[src/rtl/sdc_pkg.sv]
// Shared FSM state encoding and width helper for the serial run-of-ones sequencer.
package sdc_pkg;

  typedef enum logic [1:0] {
    IDLE      = 2'd0,
    WAIT_WORD = 2'd1,
    SHIFT     = 2'd2,
    DONE      = 2'd3
  } state_e;

  // Never returns less than 1, so a derived counter width is always legal.
  function automatic int clog2(input int n);
    int r;
    r = 0;
    while ((1 << r) < n) r++;
    return (r < 1) ? 1 : r;
  endfunction

endpackage

[src/rtl/ones_run_detector.sv]
// Overlapping run-of-ones Mealy detector: detect is combinational from the current bit and run state.
// The run state only moves on enabled bits and saturates at RUN_LEN-1.
module ones_run_detector
  import sdc_pkg::*;
#(
  parameter int RUN_LEN = 3
) (
  input  logic clk,
  input  logic reset,
  input  logic clr,
  input  logic en,
  input  logic bit_in,
  output logic detect
);

  localparam int RUN_W = clog2(RUN_LEN);
  localparam logic [RUN_W-1:0] RUN_MAX = RUN_W'(RUN_LEN - 1);

  logic [RUN_W-1:0] run_q;

  always_ff @(posedge clk or posedge reset) begin
    if (reset) begin
      run_q <= '0;
    end else if (clr) begin
      run_q <= '0;
    end else if (en) begin
      if (!bit_in) begin
        run_q <= '0;
      end else if (run_q != RUN_MAX) begin
        run_q <= run_q + 1'b1;
      end
    end
  end

  assign detect = en & bit_in & (run_q == RUN_MAX);

endmodule

[src/rtl/serial_detect_ctrl.sv]
// Word-to-serial sequencer feeding ones_run_detector; MSB on bit_out the cycle after acceptance, one bubble per word.
// in_ready only in WAIT_WORD (producer holds otherwise). SDC_SATURATE_EN selects saturating det_count with sticky ovf.
module serial_detect_ctrl
  import sdc_pkg::*;
#(
  parameter int WIDTH   = 8,
  parameter int CNT_W   = 8,
  parameter int RUN_LEN = 3
) (
  input  logic             clk,
  input  logic             reset,
  input  logic             start,
  input  logic             in_valid,
  input  logic [WIDTH-1:0] in_data,
  input  logic             in_last,
  output logic             in_ready,
  output logic             bit_out,
  output logic             bit_valid,
  output logic             detect,
  output logic [CNT_W-1:0] det_count,
  output logic             busy,
  output logic             done,
  output logic             ovf
);

  localparam int BCNT_W = clog2(WIDTH);

  state_e             state_q;
  logic [WIDTH-1:0]   sreg_q;
  logic [BCNT_W-1:0]  bit_cnt_q;
  logic               last_q;
  logic               in_ready_q;
  logic               bit_valid_q;
  logic               busy_q;
  logic               done_q;
  logic [CNT_W-1:0]   det_count_q;
  logic [CNT_W-1:0]   det_count_d;
  logic               session_clr;
  logic               det;

  assign session_clr = start && (state_q == IDLE);

  // Outputs are registered alongside the state transition that implies them.
  always_ff @(posedge clk or posedge reset) begin
    if (reset) begin
      state_q     <= IDLE;
      sreg_q      <= '0;
      bit_cnt_q   <= '0;
      last_q      <= 1'b0;
      in_ready_q  <= 1'b0;
      bit_valid_q <= 1'b0;
      busy_q      <= 1'b0;
      done_q      <= 1'b0;
    end else begin
      done_q <= 1'b0;
      case (state_q)
        IDLE: begin
          if (start) begin
            state_q    <= WAIT_WORD;
            in_ready_q <= 1'b1;
            busy_q     <= 1'b1;
          end
        end
        WAIT_WORD: begin
          if (in_valid) begin
            sreg_q      <= in_data;
            last_q      <= in_last;
            bit_cnt_q   <= BCNT_W'(WIDTH - 1);
            state_q     <= SHIFT;
            in_ready_q  <= 1'b0;
            bit_valid_q <= 1'b1;
          end
        end
        SHIFT: begin
          sreg_q    <= sreg_q << 1;
          bit_cnt_q <= bit_cnt_q - 1'b1;
          if (bit_cnt_q == '0) begin
            bit_valid_q <= 1'b0;
            if (last_q) begin
              state_q <= DONE;
              done_q  <= 1'b1;
            end else begin
              state_q    <= WAIT_WORD;
              in_ready_q <= 1'b1;
            end
          end
        end
        DONE: begin
          state_q <= IDLE;
          busy_q  <= 1'b0;
        end
        default: begin
          state_q     <= IDLE;
          in_ready_q  <= 1'b0;
          bit_valid_q <= 1'b0;
          busy_q      <= 1'b0;
        end
      endcase
    end
  end

  ones_run_detector #(
    .RUN_LEN (RUN_LEN)
  ) u_det (
    .clk    (clk),
    .reset  (reset),
    .clr    (session_clr),
    .en     (bit_valid_q),
    .bit_in (sreg_q[WIDTH-1]),
    .detect (det)
  );

`ifdef SDC_SATURATE_EN
  logic ovf_q;
  logic ovf_d;

  always_comb begin
    det_count_d = det_count_q;
    ovf_d       = ovf_q;
    if (session_clr) begin
      det_count_d = '0;
      ovf_d       = 1'b0;
    end else if (det) begin
      if (&det_count_q) begin
        ovf_d = 1'b1;
      end else begin
        det_count_d = det_count_q + 1'b1;
      end
    end
  end

  always_ff @(posedge clk or posedge reset) begin
    if (reset) begin
      ovf_q <= 1'b0;
    end else begin
      ovf_q <= ovf_d;
    end
  end

  assign ovf = ovf_q;
`else
  always_comb begin
    det_count_d = det_count_q;
    if (session_clr) begin
      det_count_d = '0;
    end else if (det) begin
      det_count_d = det_count_q + 1'b1;
    end
  end

  assign ovf = 1'b0;
`endif

  always_ff @(posedge clk or posedge reset) begin
    if (reset) begin
      det_count_q <= '0;
    end else begin
      det_count_q <= det_count_d;
    end
  end

  assign in_ready  = in_ready_q;
  assign bit_valid = bit_valid_q;
  assign bit_out   = bit_valid_q & sreg_q[WIDTH-1];
  assign detect    = det;
  assign det_count = det_count_q;
  assign busy      = busy_q;
  assign done      = done_q;

endmodule

[config.mk]
export PLATFORM = sky130hd
export DESIGN_NAME = serial_detect_ctrl
export DESIGN_NICKNAME = d
export VERILOG_FILES = /design/src/rtl/sdc_pkg.sv /design/src/rtl/ones_run_detector.sv /design/src/rtl/serial_detect_ctrl.sv
export SDC_FILE = /design/constraint.sdc
export NUM_CORES = 1
export LEC_CHECK = 0
export ABC_AREA = 1
export BUFFER_PORTS_ARGS = -buffer_cell sky130_fd_sc_hd__buf_2
export CORE_MARGIN = 2
export CORE_UTILIZATION = 54
export DETAILED_ROUTE_END_ITERATION = 12
export PLACE_DENSITY = 0.78
export SYNTH_ARGS = -nofsm -noshare
export SYNTH_HDL_FRONTEND = slang
export SYNTH_SLANG_ARGS = --single-unit
[constraint.sdc]
create_clock -name clk -period 1.6 [get_ports clk]
set_input_delay 0.24 -clock clk [delete_from_list [all_inputs] [get_ports clk]]
set_output_delay 0.24 -clock clk [all_outputs]
set_load 0.01 [all_outputs]
# After elaboration in Yosys (flattened, before gate mapping)
# Cells that the tools add are included.
[word_totals] wordCells=67 mem_count=0 latchBits=0 ff_bits=28 rom_bits=0 ram_bits=0 inputBits=13 out_inout_bits=15
[classes] muxes=27 div=0 order_cmp=0 n_mul=0 addsub=3 shift=0 reduce_logical=15 n_eq_ne=10 bitwise_logic=2
[op_table] operator="$mux 8" n=3
[op_table] operator="$mux 2" n=8
[op_table] operator="$pmux 8 s2" n=1
[op_table] operator="$ne 2x2->1 const B" n=5
[op_table] operator="$mux 1" n=9
[op_table] operator="$add 8x1->8 const B" n=1
[op_table] operator="$pmux 2 s4" n=1
[op_table] operator="$reduce_and 2->1" n=4
[op_table] operator="$reduce_bool 2->1" n=4
[op_table] operator="$eq 2x2->1 const B" n=3
[op_table] operator="$pmux 3 s2" n=1
[op_table] operator="$reduce_and 3->1" n=2
[op_table] operator="$reduce_and 5->1" n=1
[op_table] operator="$pmux 1 s2" n=2
[op_table] operator="$logic_not 3->1" n=1
[op_table] operator="$mux 3" n=1
[op_table] operator="$ne 3x1->1 const B" n=1
[op_table] operator="$pmux 1 s3" n=1
[op_table] operator="$reduce_bool 3->1" n=1
[op_table] operator="$sub 3x1->3 const B" n=1
[op_table] operator="$add 2x1->2 const B" n=1
[op_table] operator="$and 1x1->1" n=2
[op_table] operator="$eq 2x1->1 const B" n=1
[op_table] operator="$logic_not 2->1" n=1
[op_table] operator="$logic_and 1x1->1" n=1

# Logic depth before layout (Yosys ltp)
# Gate-level depths: netlist (run 1).
[depth] word_depth=5 depth_mapped=8

# Hierarchy
# From an unflattened synthesis (run 1), not the netlist that was laid out.
[unflattened] hier_cells=176 area_unflattened_um2=1492.7
[by_module_without_submodules] mod="serial_detect_ctrl" area_per_inst_um2=1348.8 instances=1 cells_each=154
[by_module_without_submodules] mod="ones_run_detector" area_per_inst_um2=143.9 instances=1 cells_each=22

# Worst setup path before layout (run 1)
# Ideal clock, no wire load.
[synth_timing] path_type="reg-to-reg" from="register u_det.run_q[0]" to="register det_count_q[2], in the netlist det_count[2]" period_less_slack_ns=1.249 path_stages_with_launch=8 required_ns=1.480 n_path_buf=0 arrival_time_ns=1.129 path_slack_ns=0.351 cell_sequence="dfrtp_1 -> inv_1 -> ha_1 -> nand3_1 -> inv_1 -> nand2_1 -> o21ai_0 -> nor2_1"
[synth_via] elab_chain_cells=3
[synth_lines] element="start: declaration" line="ones_run_detector.sv:19" rtl="logic [RUN_W-1:0] run_q;"
[synth_lines] element="start signal: assignment" line="ones_run_detector.sv:30" rtl="run_q <= run_q + 1'b1;"
[synth_lines] element="$eq 2x2->1" line="ones_run_detector.sv:35" rtl="assign detect = en & bit_in & (run_q == RUN_MAX);"
[synth_lines] element="$and 1x1->1" line="ones_run_detector.sv:35"
[synth_lines] element="net detect" line="serial_detect_ctrl.sv:19" rtl="output logic detect,"
[synth_lines] element="$reduce_bool 2->1 (no source line)"
[synth_lines] element="end signal: assignment" line="serial_detect_ctrl.sv:158" rtl="det_count_q <= det_count_d;"
[synth_lines] element="end: declaration" line="serial_detect_ctrl.sv:36" rtl="logic [CNT_W-1:0] det_count_q;"
# The timed path passes the listed nets, and every way through them passes these cells.
# A chain may end at the register's enable or synchronous reset.

# Worst setup path in the final report (run 1)
[layout_timing] from="register u_det.run_q[0]" to="output detect"
[layout_via] elab_chain_cells=2
[layout_lines] element="$eq 2x2->1" line="ones_run_detector.sv:35"
[layout_lines] element="$and 1x1->1" line="ones_run_detector.sv:35"
[layout_lines] element="end: declaration" line="serial_detect_ctrl.sv:19"
# No other way between the ends.

==> results of run 1 <==
==> through the flow <==
step | hold slack (ns) | area, um^2
after detailed placement | 0.322 | 1590
after floorplan | 0.305 | 1460
after global routing | 0.148 | 1690
after CTS | 0.140 | 1680
after global placement | 0.319 | 1590
final | 0.152 | 1690
==> sequential cells by signal, indices dropped and copies added (netlist names) <==
name,flops
done,1
det_count,8
in_ready,1
u_det.run_q,2
bit_cnt_q,3
busy,1
bit_valid,1
sreg_q,8
state_q,2
last_q,1
==> final cells by class <==
type	count	area, um^2	area share, %
clock buffer	3	22.5	1.34
clock inverter	1	30.0	1.78
inverter	26	100	5.93
multi-input combinational	113	641	38.0
sequential	28	701	41.5
tap	30	37.5	2.23
timing repair buffer	29	155	9.20
==> layer usage <==
metal | track usage, % | wire length [um] | vias up
li1 | - | - | 603
met3 | 2.09 | 81 | 4
met1 | 22.9 | 1240 | 569
met4 | 5.78 | 23 | 0
met2 | 33.1 | 1430 | 20
met5 | 0 | 0 | -
==> placed cells by master, fill, tap and decap left out <==
master                          count
sky130_fd_sc_hd__or2_2              1
sky130_fd_sc_hd__dlygate4sd3_1      1
sky130_fd_sc_hd__clkbuf_4           3
sky130_fd_sc_hd__bufinv_16          1
sky130_fd_sc_hd__nand3b_1           2
sky130_fd_sc_hd__buf_4              2
sky130_fd_sc_hd__a21oi_1            9
sky130_fd_sc_hd__nand2_2            2
sky130_fd_sc_hd__ha_1               3
sky130_fd_sc_hd__nor3_1             1
sky130_fd_sc_hd__buf_2             26
sky130_fd_sc_hd__nand3_2            2
sky130_fd_sc_hd__ha_4               1
sky130_fd_sc_hd__o21ai_1            7
sky130_fd_sc_hd__inv_4              1
sky130_fd_sc_hd__o21ai_0           12
sky130_fd_sc_hd__inv_1             21
sky130_fd_sc_hd__o21ai_2            9
sky130_fd_sc_hd__nand4_1            2
sky130_fd_sc_hd__o21ai_4            1
sky130_fd_sc_hd__nor2_2             1
sky130_fd_sc_hd__nand2_4            1
sky130_fd_sc_hd__nor2_1            12
sky130_fd_sc_hd__inv_2              4
sky130_fd_sc_hd__nand3_1            9
sky130_fd_sc_hd__nand2_1           35
sky130_fd_sc_hd__nand3_4            1
sky130_fd_sc_hd__dfrtp_1           28
sky130_fd_sc_hd__nor2_4             1
sky130_fd_sc_hd__conb_1             1
==> how the worst max path moves through the flow <==
stage | to | slack [ns] | from
after floorplan | det_count[2]$_DFFE_PP0P_ | 0.35 | u_det.run_q[0]$_DFFE_PP0P_
after global placement | det_count[5]$_DFFE_PP0P_ | 0.24 | u_det.run_q[0]$_DFFE_PP0P_
after detailed placement | det_count[5]$_DFFE_PP0P_ | 0.15 | u_det.run_q[0]$_DFFE_PP0P_
after CTS | detect | 0.01 | u_det.run_q[0]$_DFFE_PP0P_
after global routing | detect | 0.01 | u_det.run_q[0]$_DFFE_PP0P_
final | detect | 0.07 | u_det.run_q[0]$_DFFE_PP0P_
==> power groups by stage <==
stage | combinational [W] | clock, W | sequential (W)
global route | 0.00148 | 0.000491 | 0.00114
finish | 0.00131 | 0.000457 | 0.00111
floorplan | 0.00108 | 0 | 0.00111
CTS | 0.00131 | 0.000471 | 0.00111
global placement | 0.00120 | 0 | 0.00110
detailed placement | 0.00128 | 0 | 0.00111
==> what timing repair did <==
action | in CTS | in global routing
hold buffers | 1 | 0
gates resized for setup | 4 | 2
cloned | 0 | 0
endpoints found under the setup margin | 1 | 1
setup buffers | 1 | 0
hold endpoints to repair | 28 | 0
==> worst min-delay path, cell delays in order <==
cell	delay, ns
sky130_fd_sc_hd__buf_2	0.09
sky130_fd_sc_hd__nand3_1	0.08
sky130_fd_sc_hd__o21ai_2	0.06
==> cells by family (layout without fill, tap and decap cells) <==
group	Yosys count	after routing	synth area share (%)
DFF	28	28	47.9
AOI/OAI and AO/OA	38	38	16.1
adders and majority gates	4	4	3.42
and+or+nand+nor	70	70	22.3
other	1	1	0.256
buffers and inverters	30	59	10.0
==> reports/results.env, run 1 <==
RUN_STATUS='completed'
POWER_FRAC_SEQ_PCT=38.7
GRT_USAGE_PCT=18.4
NUMBER_OF_GLOBAL_ROUTE_VIAS_BEFORE_REPAIR=1148
DRT-WIRELENGTH-PER-CELL_UM=12.0
POSTROUTEANTENNANETS=0
IOS=28
POST-DP-HPWL_UM=2090
NUM_ANTENNA_CELLS=0
SYNTH_WARNINGS=0
SYNTH.NET_COUNT=188
YS_SEQ_ELEMENTS=28
LARGEST_NET_DEGREE_AT_THE_START_OF_GLOBAL_ROUTING=29
SHARE_CLK_OF_TOTAL_POWER_PCT=15.9
START_KIND='flip-flop'
CLOCK_TREE.HTREE_LEVEL_COUNT=1
PATH_MAX_FANOUT=4
WORSTHOLDPATHCELLS=3
CRIT_FAMILY='flip-flops'
SETUP_VIOL=0
DRCVIOLATIONCOUNT=0
POWER_LEAKAGE_nW=0.882
WORST_SKEW_PAIR.LATE_LATENCY_NS=0.33
HOLD_PATH.STARTPOINT='in_data[0]'
FINAL_CYCLE_UTILIZATION_OF_THE_CRITICAL_PATH_PCT=95.4
R2R-END='bit_cnt_q[2]$_DFFE_PP0P_'
YOSYS.CELL_TYPES.COUNT=26
FP.DIEW_UM=56.0
CLOCKROOTBUFFER='sky130_fd_sc_hd__clkbuf_4'
SLOWEST_DELAY_NS=0.40
WORST_HOLD_PATH_EP='sreg_q[0]$_DFFE_PP0P_'
CTS_SINKS=28
DETAILEDROUTE.FIRSTITERATIONVIOLATIONS=19
ROWS=18
NUM_VIAS=1196
CTS_BUFFERS=3
CTS.PATH.MAX_BUFFERS=2
REG2REGPATHDEPTH=5
FINAL_WEIGHTED_CONGESTION_OF_ROUTABILITY_DRIVEN_GLOBAL_PLACEMENT=0.737
VIASPERCELL=5.20
RR_STARTPOINT='state_q[0]$_DFFE_PP0P_'
POST-PLACE-WS_NS=0.146
CLK_TRANSITION_REPORTED_PATHS_NS=0.15
CHIPHEIGHT_UM=56.0
PWR-SHARE-COMB_PCT=45.4
FIN_WORST_SKEW_NS=0.00630
CAP_VIOLATIONS=0
CELL_INTERNAL_PWR_W=0.00167
ENDPOINT_REQUIRED_TIME_ON_THE_CRITICAL_PATH_NS=1.36
CRITICAL_PATH.SLOWEST_CELL='sky130_fd_sc_hd__dfrtp_1'
ASYNC_FLOP_SHARE_PCT=100
CELLPOWERDENSITY_nW_PER_UM2=1710
INITIAL_ANTENNA_VIOLATION_COUNT=0
CRITPATHARRIVALTIME_NS=1.29
SYNTH_AREA_LEADERS='sky130_fd_sc_hd__dfrtp_1 48%, sky130_fd_sc_hd__nand2_1 9.0%, sky130_fd_sc_hd__inv_1 5.9%'
PERIOD_MINUS_SLACK_NS=1.53
TIMING.FINAL.WS_SETUP_NS=0.0741
CELL_TOTAL_AFTER_PLACEMENT=224
CORE_REGION_UM2=2520
FLOORPLAN.INITIALDENSITY_PCT=58.0
CRIT_PATH_CELL_TRACE='inv_2 -> ha_4 -> nand3_4 -> inv_2 -> buf_2'
MOST_FREQUENT_CELL_AFTER_SYNTHESIS='sky130_fd_sc_hd__nand2_1'
SYNTHDOMINANTCELLAREASHARE_PCT=47.9
WORSTSETUPPATHDEPTH=5
SYNTH_FLOP_CELL='sky130_fd_sc_hd__dfrtp_1'
FIN_SETUP_TNS_NS=0
NUM-NETS-FINAL=218
FINAL_CELLS=230
HP-CLASS='input port to flip-flop'
MAXSLEWVIOLCOUNT=0
SYN_TO_FINAL_GROWTH_PCT=15.3
REGTOREGSETUPSLACK_NS=0.21
CP-END-KIND='output pin'
CP_NUM_BUF_INV=3
TOTAL_SWITCHING_POWER_W=0.00121
SYN_AREA_PER_CELL_UM2=8.55
RSZ0062_AT_GRT='no'
PEAK_SUPPLY_DROP_mV=1.09
FILLERINSTANCES=217
P_TOTAL_W=0.00288
SYN-CELL-AREA_UM2=1460
GLOBAL_ROUTE.OVERFLOW_TOTAL=0
POST_SYNTH_INST_COUNT=171
FINAL_LAYOUT_SIZE_SUFFIX_GT1_SHARE_PCT=28.5
SYNTH.LARGEST_AREA_CELL='sky130_fd_sc_hd__dfrtp_1'
MAXCLOCKFREQUENCY_MHz=655
CRITICAL_PATH_CLASS='flip-flop to output pin'
CPMOSTUSEDCELL='sky130_fd_sc_hd__inv_2'
POST-ROUTE-UTIL_PCT=66.9
YOSYSSEQAREASHARE_PCT=47.9
HOLD_VIOL=0
SWITCHING_SHARE_PCT=42.1
CLOCK_TREE_FROM_TRITONCTS='done'
YS_TOP_CELLS_BY_COUNT='35 x sky130_fd_sc_hd__nand2_1, 28 x sky130_fd_sc_hd__dfrtp_1, 23 x sky130_fd_sc_hd__inv_1'
DESIGN.DIE.AREA_UM2=3140
BUFFER_PORTS.INSERTED=26
DETAILEDROUTE.FIRSTPASSITERATIONCOUNT=4
DETAIL_ROUTE.WIRELENGTH_UM=2770
GRT_FIRST_PASS_WIRELENGTH_UM=4730
SYNTH_ENABLE_FLOP_CELLS=0
(Power assumes the default switching activity.)
==> run 2, diff against run 1 <==
--- a/config.mk
+++ b/config.mk
@@ -11,6 +11,7 @@
 export CORE_UTILIZATION = 54
 export DETAILED_ROUTE_END_ITERATION = 12
 export PLACE_DENSITY = 0.78
+export RECOVER_POWER = 50
 export SYNTH_ARGS = -nofsm -noshare
 export SYNTH_HDL_FRONTEND = slang
 export SYNTH_SLANG_ARGS = --single-unit
==> run 2 against run 1 <==
Against the previous run: clock skew is 0.0023 ns higher; cell count is the same; flip-flop and latch count stayed put; sequential share of layout area grew 0.44 points; first-iteration DRC count decreased by 5.3%; count of clock-buffer cells in the layout did not move; worst hold slack lost 0.0020 ns; non-clock buffer count unchanged; die area stayed put; critical path type unchanged; largest cell class unchanged.
==> reports/results.env, run 2 (same netlist as run 1, synthesis figures left out) <==
RUN_STATUS='completed'
PATH_MAX_FANOUT=4  # unchanged
RR_STARTPOINT='state_q[0]$_DFFE_PP0P_'
WORST_SLEW_MARGIN_REL_PCT=54.4
FIN_WORST_SKEW_NS=0.00864  # +0.00235 ns
FIN_SETUP_TNS_NS=0  # unchanged
HP-CLASS='input port to flip-flop'
NUM_ANTENNA_CELLS=0  # unchanged
CLOCKROOTBUFFER='sky130_fd_sc_hd__clkbuf_4'
CRITICAL_PATH_CLASS='flip-flop to output pin'
PERIOD_MINUS_SLACK_NS=1.53  # +0.00263 ns
BUFFER_PORTS.INSERTED=26  # unchanged
SYN_TO_FINAL_GROWTH_PCT=14.1
CTS_BUFFERS=3  # unchanged
CP-END-KIND='output pin'
GRT_USAGE_PCT=18.4  # unchanged
REG2REGPATHDEPTH=5  # unchanged
DRCVIOLATIONCOUNT=0  # unchanged
CHIPHEIGHT_UM=56.0  # unchanged
LAYOUT_COMMONEST_CELL='sky130_fd_sc_hd__nand2_1'
HOLD_WS_NS=0.150  # -0.00195 ns
CLOCK_TREE.HTREE_LEVEL_COUNT=1  # unchanged
POSTROUTEANTENNANETS=0  # unchanged
POST-DP-HPWL_UM=2090  # unchanged
CTS.PATH.MAX_BUFFERS=2  # unchanged
IOS=28  # unchanged
TIMING.FINAL.WS_SETUP_NS=0.0715  # -0.00263 ns
FINAL_CYCLE_UTILIZATION_OF_THE_CRITICAL_PATH_PCT=95.5  # +0.16 points
TIMING_WORST_SLEW_PIN_VALUE_NS=0.684
ENDPOINT_REQUIRED_TIME_ON_THE_CRITICAL_PATH_NS=1.36  # about the same
DESIGN.DIE.AREA_UM2=3140  # unchanged
ROWS=18  # unchanged
FINAL_WEIGHTED_CONGESTION_OF_ROUTABILITY_DRIVEN_GLOBAL_PLACEMENT=0.737  # unchanged
HOLD_VIOL=0  # unchanged
WORST_SKEW_PAIR.LATE_LATENCY_NS=0.33  # about the same
FP.DIEW_UM=56.0  # unchanged
CTS_SINKS=28  # unchanged
POST-PLACE-WS_NS=0.146  # unchanged
START_KIND='flip-flop'
TIMING.CRITICAL_PATH.TO='detect'
FINAL_CELL_MIX='35 x sky130_fd_sc_hd__nand2_1, 28 x sky130_fd_sc_hd__dfrtp_1, 22 x sky130_fd_sc_hd__buf_2'
DRT-WIRELENGTH-PER-CELL_UM=12.1  # +0.25%
SETUP_VIOL=0  # unchanged
CRITPATHARRIVALTIME_NS=1.29  # about the same
REGTOREGSETUPSLACK_NS=0.17  # -0.04 ns
INITIAL_ANTENNA_VIOLATION_COUNT=0  # unchanged
FLOORPLAN.INITIALDENSITY_PCT=58.0  # unchanged
CORE_REGION_UM2=2520  # unchanged
CELLPOWERDENSITY_nW_PER_UM2=1710  # +0.42%
FINAL_LAYOUT_SIZE_SUFFIX_GT1_SHARE_PCT=25.5  # -3.0 points
R2R-END='u_det.run_q[0]$_DFFE_PP0P_'
DETAILEDROUTE.FIRSTPASSITERATIONCOUNT=4  # unchanged
GRT_FIRST_PASS_WIRELENGTH_UM=4730  # unchanged
CAP_VIOLATIONS=0  # unchanged
CLK_TRANSITION_REPORTED_PATHS_NS=0.15  # about the same
DETAILEDROUTE.FIRSTITERATIONVIOLATIONS=18  # -1
CRITICAL_PATH.STARTPOINT='u_det.run_q[0]$_DFFE_PP0P_'
NUM_VIAS=1197  # +0.084%
VIASPERCELL=5.20  # about the same
MAXSLEWVIOLCOUNT=0  # unchanged
NUM-NETS-FINAL=218  # unchanged
DETAIL_ROUTE.WIRELENGTH_UM=2780  # +0.25%
CLOCK_TREE_FROM_TRITONCTS='done'
POST-ROUTE-UTIL_PCT=66.2  # -0.69 points
RSZ0062_AT_GRT='no'
GLOBAL_ROUTE.OVERFLOW_TOTAL=0  # unchanged
PEAK_SUPPLY_DROP_mV=1.08  # -1.0%
POWER_LEAKAGE_nW=0.865  # -1.9%
LARGEST_NET_DEGREE_AT_THE_START_OF_GLOBAL_ROUTING=29  # unchanged
MAXCLOCKFREQUENCY_MHz=654  # -0.17%
NUMBER_OF_GLOBAL_ROUTE_VIAS_BEFORE_REPAIR=1148  # unchanged
FILLERINSTANCES=221  # +1.8%
==> run 2: changes by cell type in the layout (fill, tap and decap cells not counted), sizes merged <==
cell    delta
clkbuf     +5
buf        -5
==> run 2: what timing repair did <==
item,4_1_cts,5_1_grt
hold buffers,1,0
pin swaps,0,0
endpoints found under the hold margin,28,0
gates resized for setup,4,2
setup buffers,1,0
setup endpoints to repair,1,1
==> run 2: power breakdown <==
part | internal [W] | switching [W]
Clock | 0.000253 | 0.000205
Combinational | 0.000456 | 0.000834
Sequential | 0.000946 | 0.000165
Total | 0.00166 | 0.00120
==> run 2: worst min path at each step <==
| stage | from | slack, ns | depth (start not counted) | endpoint |
|---|---|---|---|---|
| floorplan | reset | 0.31 | 1 | bit_cnt_q[0]$_DFFE_PP0P_ |
| detailed placement | reset | 0.32 | 3 | sreg_q[1]$_DFFE_PP0P_ |
| CTS | in_data[0] | 0.14 | 3 | sreg_q[0]$_DFFE_PP0P_ |
| finish | in_data[0] | 0.15 | 3 | sreg_q[0]$_DFFE_PP0P_ |
| global route | in_data[0] | 0.15 | 3 | sreg_q[0]$_DFFE_PP0P_ |
| global placement | reset | 0.32 | 3 | sreg_q[2]$_DFFE_PP0P_ |
==> run 2: per-stage QoR <==
step,total power (W),area [um^2],std cells
global route,0.00309,1670,230
detailed placement,0.00239,1590,224
floorplan,0.00218,1460,171
CTS,0.00288,1680,230
finish,0.00286,1670,230
global placement,0.00230,1590,224
==> run 2: per-layer routing <==
| layer | share of wire (%) | global-route usage [%] | wire length (um) |
|---|---|---|---|
| met1 | 43 | 22.9 | 1200 |
| met2 | 52 | 33.1 | 1440 |
| met3 | 4.1 | 2.09 | 113 |
| met4 | 0.83 | 5.78 | 23 |
| met5 | 0 | 0 | 0 |
==> run 2: critical path, stage by stage, from the launching register on <==
cell	delay, ns
sky130_fd_sc_hd__dfrtp_1	0.40
sky130_fd_sc_hd__inv_2	0.09
sky130_fd_sc_hd__ha_4	0.16
sky130_fd_sc_hd__nand3_4	0.10
sky130_fd_sc_hd__inv_2	0.08
sky130_fd_sc_hd__buf_2	0.12
==> run 2: area by class of cell <==
type	count	area, um^2	area share (%)
multi-input cells	113	631	37.8
flip-flops and latches	28	701	42.0
clock buffers	3	22.5	1.35
inverters	26	100	6.00
repair buffers	29	148	8.85
well taps	30	37.5	2.25
clock inverters	1	30.0	1.80
==> run 3, diff against run 2 <==
--- a/config.mk
+++ b/config.mk
@@ -5,7 +5,7 @@
 export SDC_FILE = /design/constraint.sdc
 export NUM_CORES = 1
 export LEC_CHECK = 0
-export ABC_AREA = 1
+export ABC_AREA = 0
 export BUFFER_PORTS_ARGS = -buffer_cell sky130_fd_sc_hd__buf_2
 export CORE_MARGIN = 2
 export CORE_UTILIZATION = 54
==> run 3 against run 2 <==
Against the previous run: wire length up 8.9%; cell count down 4.8%; first-iteration DRC count rose to 3.1 times the previous value; critical path depth unchanged; count of clock-buffer cells in the layout unchanged; cell area up 7.2%; die area up 2.2%; worst hold slack worse by 0.012 ns.
==> reports/results.env, run 3 <==
RUN_STATUS='completed'
TIMING.CRITICAL_PATH.TO='detect'
CORE_REGION_UM2=2690  # +6.5%
CLOCKROOTBUFFER='sky130_fd_sc_hd__clkbuf_4'
SYNTH.LARGEST_AREA_CELL='sky130_fd_sc_hd__dfrtp_1'
CTS.PATH.MAX_BUFFERS=2  # unchanged
HOLD_WS_NS=0.139  # -0.0117 ns
CELL_TOTAL_AFTER_PLACEMENT=209  # -6.7%
CRIT_PATH_CELL_TRACE='inv_2 -> ha_4 -> nand3_4 -> inv_1 -> buf_2'
NUMBER_OF_GLOBAL_ROUTE_VIAS_BEFORE_REPAIR=1154  # +0.52%
ROWS=19  # +1
DRCVIOLATIONCOUNT=0  # unchanged
NUM_ANTENNA_CELLS=0  # unchanged
GRT_FIRST_PASS_WIRELENGTH_UM=5090  # +7.6%
ENDPOINT_REQUIRED_TIME_ON_THE_CRITICAL_PATH_NS=1.36  # about the same
SYNTH_AREA_LEADERS='sky130_fd_sc_hd__dfrtp_1 47%, sky130_fd_sc_hd__o21ai_0 6.0%, sky130_fd_sc_hd__mux2_2 6.0%'
MAXCLOCKFREQUENCY_MHz=648  # -1.0%
PLACED_INST_AREA_UM2=1680  # +5.3%
SYN_AREA_PER_CELL_UM2=9.73  # +14%
FIN_SETUP_TNS_NS=0  # unchanged
FINAL_LAYOUT_SIZE_SUFFIX_GT1_SHARE_PCT=28.7  # +3.2 points
FINAL_CELL_MIX='28 x sky130_fd_sc_hd__dfrtp_1, 22 x sky130_fd_sc_hd__buf_2, 18 x sky130_fd_sc_hd__o21ai_0'
WORST_SLEW_MARGIN_REL_PCT=53.7  # -0.75 points
INITIAL_ANTENNA_VIOLATION_COUNT=0  # unchanged
DETAILEDROUTE.FIRSTITERATIONVIOLATIONS=56  # +38
REGTOREGSETUPSLACK_NS=0.07  # -0.10 ns
R2R-END='det_count[5]$_DFFE_PP0P_'
PEAK_SUPPLY_DROP_mV=0.920  # -15%
BUFFER_PORTS.INSERTED=26  # unchanged
CRITICAL_PATH.STARTPOINT='u_det.run_q[0]$_DFFE_PP0P_'
CP-END-KIND='output pin'
WORST_SKEW_PAIR.LATE_LATENCY_NS=0.34  # about the same
IOS=28  # unchanged
CELLPOWERDENSITY_nW_PER_UM2=1540  # -10%
SLOWEST_DELAY_NS=0.43  # +0.03 ns
CHIPHEIGHT_UM=56.7  # +1.1%
TIMING_WORST_SLEW_PIN_VALUE_NS=0.695  # +0.0112 ns
POST_SYNTH_INST_COUNT=154  # -9.9%
POWER_LEAKAGE_nW=0.877  # +1.5%
WORSTSETUPPATHDEPTH=5  # unchanged
GLOBAL_ROUTE.OVERFLOW_TOTAL=0  # unchanged
FINAL_WEIGHTED_CONGESTION_OF_ROUTABILITY_DRIVEN_GLOBAL_PLACEMENT=0.773  # +4.9%
GRT_USAGE_PCT=20.2  # +1.8 points
TOP_SIGNAL_LAYER_USED='met4'
SETUP_VIOL=0  # unchanged
FINAL_CYCLE_UTILIZATION_OF_THE_CRITICAL_PATH_PCT=96.5  # +0.97 points
DETAILEDROUTE.FIRSTPASSITERATIONCOUNT=4  # unchanged
PATH_MAX_FANOUT=9  # +5
HOLD_VIOL=0  # unchanged
FLOORPLAN.INITIALDENSITY_PCT=55.8  # -2.2 points
CTS_BUFFERS=3  # unchanged
MOST_FREQUENT_CELL_AFTER_SYNTHESIS='sky130_fd_sc_hd__dfrtp_1'
HP-CLASS='input port to flip-flop'
REG2REGPATHDEPTH=5  # unchanged
CRIT_FAMILY='flip-flops'
DETAIL_ROUTE.WIRELENGTH_UM=3020  # +8.9%
SYNTH_WARNINGS=0  # unchanged
WL_MET2_UM=1570  # +9.0%
CLOCK_TREE_FROM_TRITONCTS='done'
NUM_VIAS=1229  # +2.7%
YS_TOP_CELLS_BY_COUNT='28 x sky130_fd_sc_hd__dfrtp_1, 18 x sky130_fd_sc_hd__o21ai_0, 15 x sky130_fd_sc_hd__a21oi_1'
POST_ROUTE_CELL_AREA_UM2=1790  # +7.2%
P_TOTAL_W=0.00275  # -3.9%
FP.DIEW_UM=56.7  # +1.1%
SYNTH_ENABLE_FLOP_CELLS=0  # unchanged
ASYNC_FLOP_SHARE_PCT=100  # unchanged
CTS_SINKS=28  # unchanged
POSTROUTEANTENNANETS=0  # unchanged
YS_SEQ_ELEMENTS=28  # unchanged
FINAL_CELLS=219  # -4.8%
DRT-WIRELENGTH-PER-CELL_UM=13.8  # +14%
DESIGN.DIE.AREA_UM2=3210  # +2.2%
START_KIND='flip-flop'
CAP_VIOLATIONS=0  # unchanged
DETAIL_ROUTE.WIRELENGTH.MET1_UM=1300  # +8.9%
SYNTHDOMINANTCELLAREASHARE_PCT=46.8  # -1.1 points
ROUTED-WL-MET3_UM=123  # +8.8%
LAYOUT_COMMONEST_CELL='sky130_fd_sc_hd__dfrtp_1'
VIASPERCELL=5.61  # +7.8%
CRITPATHARRIVALTIME_NS=1.30  # about the same
CRITICAL_PATH_CLASS='flip-flop to output pin'
SYNTH_FLOP_CELL='sky130_fd_sc_hd__dfrtp_1'
NUM-NETS-FINAL=206  # -5.5%
CLK_TRANSITION_REPORTED_PATHS_NS=0.17  # +0.02 ns
YOSYSSEQAREASHARE_PCT=46.8  # -1.1 points
CRITICAL_PATH.SLOWEST_CELL='sky130_fd_sc_hd__dfrtp_1'
FIN_WORST_SKEW_NS=0.0141  # +0.00545 ns
SYNTH.NET_COUNT=171  # -9.0%
CLOCK_TREE.HTREE_LEVEL_COUNT=1  # unchanged
LARGEST_NET_DEGREE_AT_THE_START_OF_GLOBAL_ROUTING=29  # unchanged
CP_NUM_BUF_INV=3  # unchanged
YOSYS.CELL_TYPES.COUNT=33  # +27%
POST-DP-HPWL_UM=2130  # +1.8%
SYN_TO_FINAL_GROWTH_PCT=19.5
MAXSLEWVIOLCOUNT=0  # unchanged
FILLERINSTANCES=217  # -1.8%
SYN-CELL-AREA_UM2=1500  # +2.4%
RR_STARTPOINT='u_det.run_q[0]$_DFFE_PP0P_'
PERIOD_MINUS_SLACK_NS=1.54  # +0.0155 ns
run 3: cell types whose count changed in the layout (fill, tap and decap cells not counted), sizes merged, moves of 6 or more:
cell | before | now
nand2 | 38 | 14
inv | 26 | 9
o21ai | 29 | 18
buf | 23 | 33
nand3 | 12 | 2
nor2 | 14 | 5
mux2 | 0 | 8
mux2i | 0 | 8
a21oi | 9 | 15
run 3: routing by layer:
layer	vias to the layer above	GRT usage [%]
met5	-	0
met4	0	5.44
met1	586	25.3
met2	29	36.4
li1	610	-
met3	4	2.53
run 3: cell type report:
class                      count  area (um^2)  share of cell area [%]
clock buffer                   3         22.5                    1.26
clock inverter                 1         30.0                    1.68
inverter                       9         33.8                    1.89
multi-input combinational    108          741                    41.4
sequential                    28          701                    39.2
tap                           31         38.8                    2.17
timing repair buffer          39          223                    12.4
run 3: worst min-delay path by stage:
stage	to	startpoint	slack [ns]	cells past startpoint
detailed placement	det_count[1]$_DFFE_PP0P_	reset	0.34	3
global route	last_q$_DFFE_PP0P_	in_last	0.13	2
finish	last_q$_DFFE_PP0P_	in_last	0.14	2
CTS	last_q$_DFFE_PP0P_	in_last	0.13	2
global placement	sreg_q[7]$_DFFE_PP0P_	reset	0.31	3
floorplan	bit_cnt_q[0]$_DFFE_PP0P_	reset	0.31	1
run 3: what timing repair did:
item,4_1_cts,5_1_grt
setup buffers,1,4
hold buffers,1,0
endpoints found under the hold margin,28,0
endpoints found under the setup margin,3,7
resized for setup,1,4
pin swaps,0,0
run 3: logic make-up (layout without fill, tap and decap cells):
group | Yosys count | in the layout | share of synthesized area, %
other cells | 1 | 1 | 0.250
compound gates | 41 | 41 | 15.3
xor+xnor | 2 | 2 | 1.17
flops | 28 | 28 | 46.8
simple gates | 44 | 44 | 16.7
fa+ha+maj | 4 | 4 | 3.34
buf+inv | 18 | 52 | 5.10
mux | 16 | 16 | 11.4
run 3: through the flow:
step                      worst slack, ns  utilization, %
final                              0.0560            66.6
after global routing              -0.0140            66.6
after CTS                          0.0142            65.1
after detailed placement         -0.00610            62.4
after global placement             0.0866            62.4
after floorplan                    0.0720               -
run 3: where the power goes:
part	switching, W	total [W]	internal (W)
combinational	0.000543	0.00112	0.000578
clock	0.000222	0.000476	0.000253
sequential	0.000231	0.00115	0.000922
total	0.000996	0.00275	0.00175
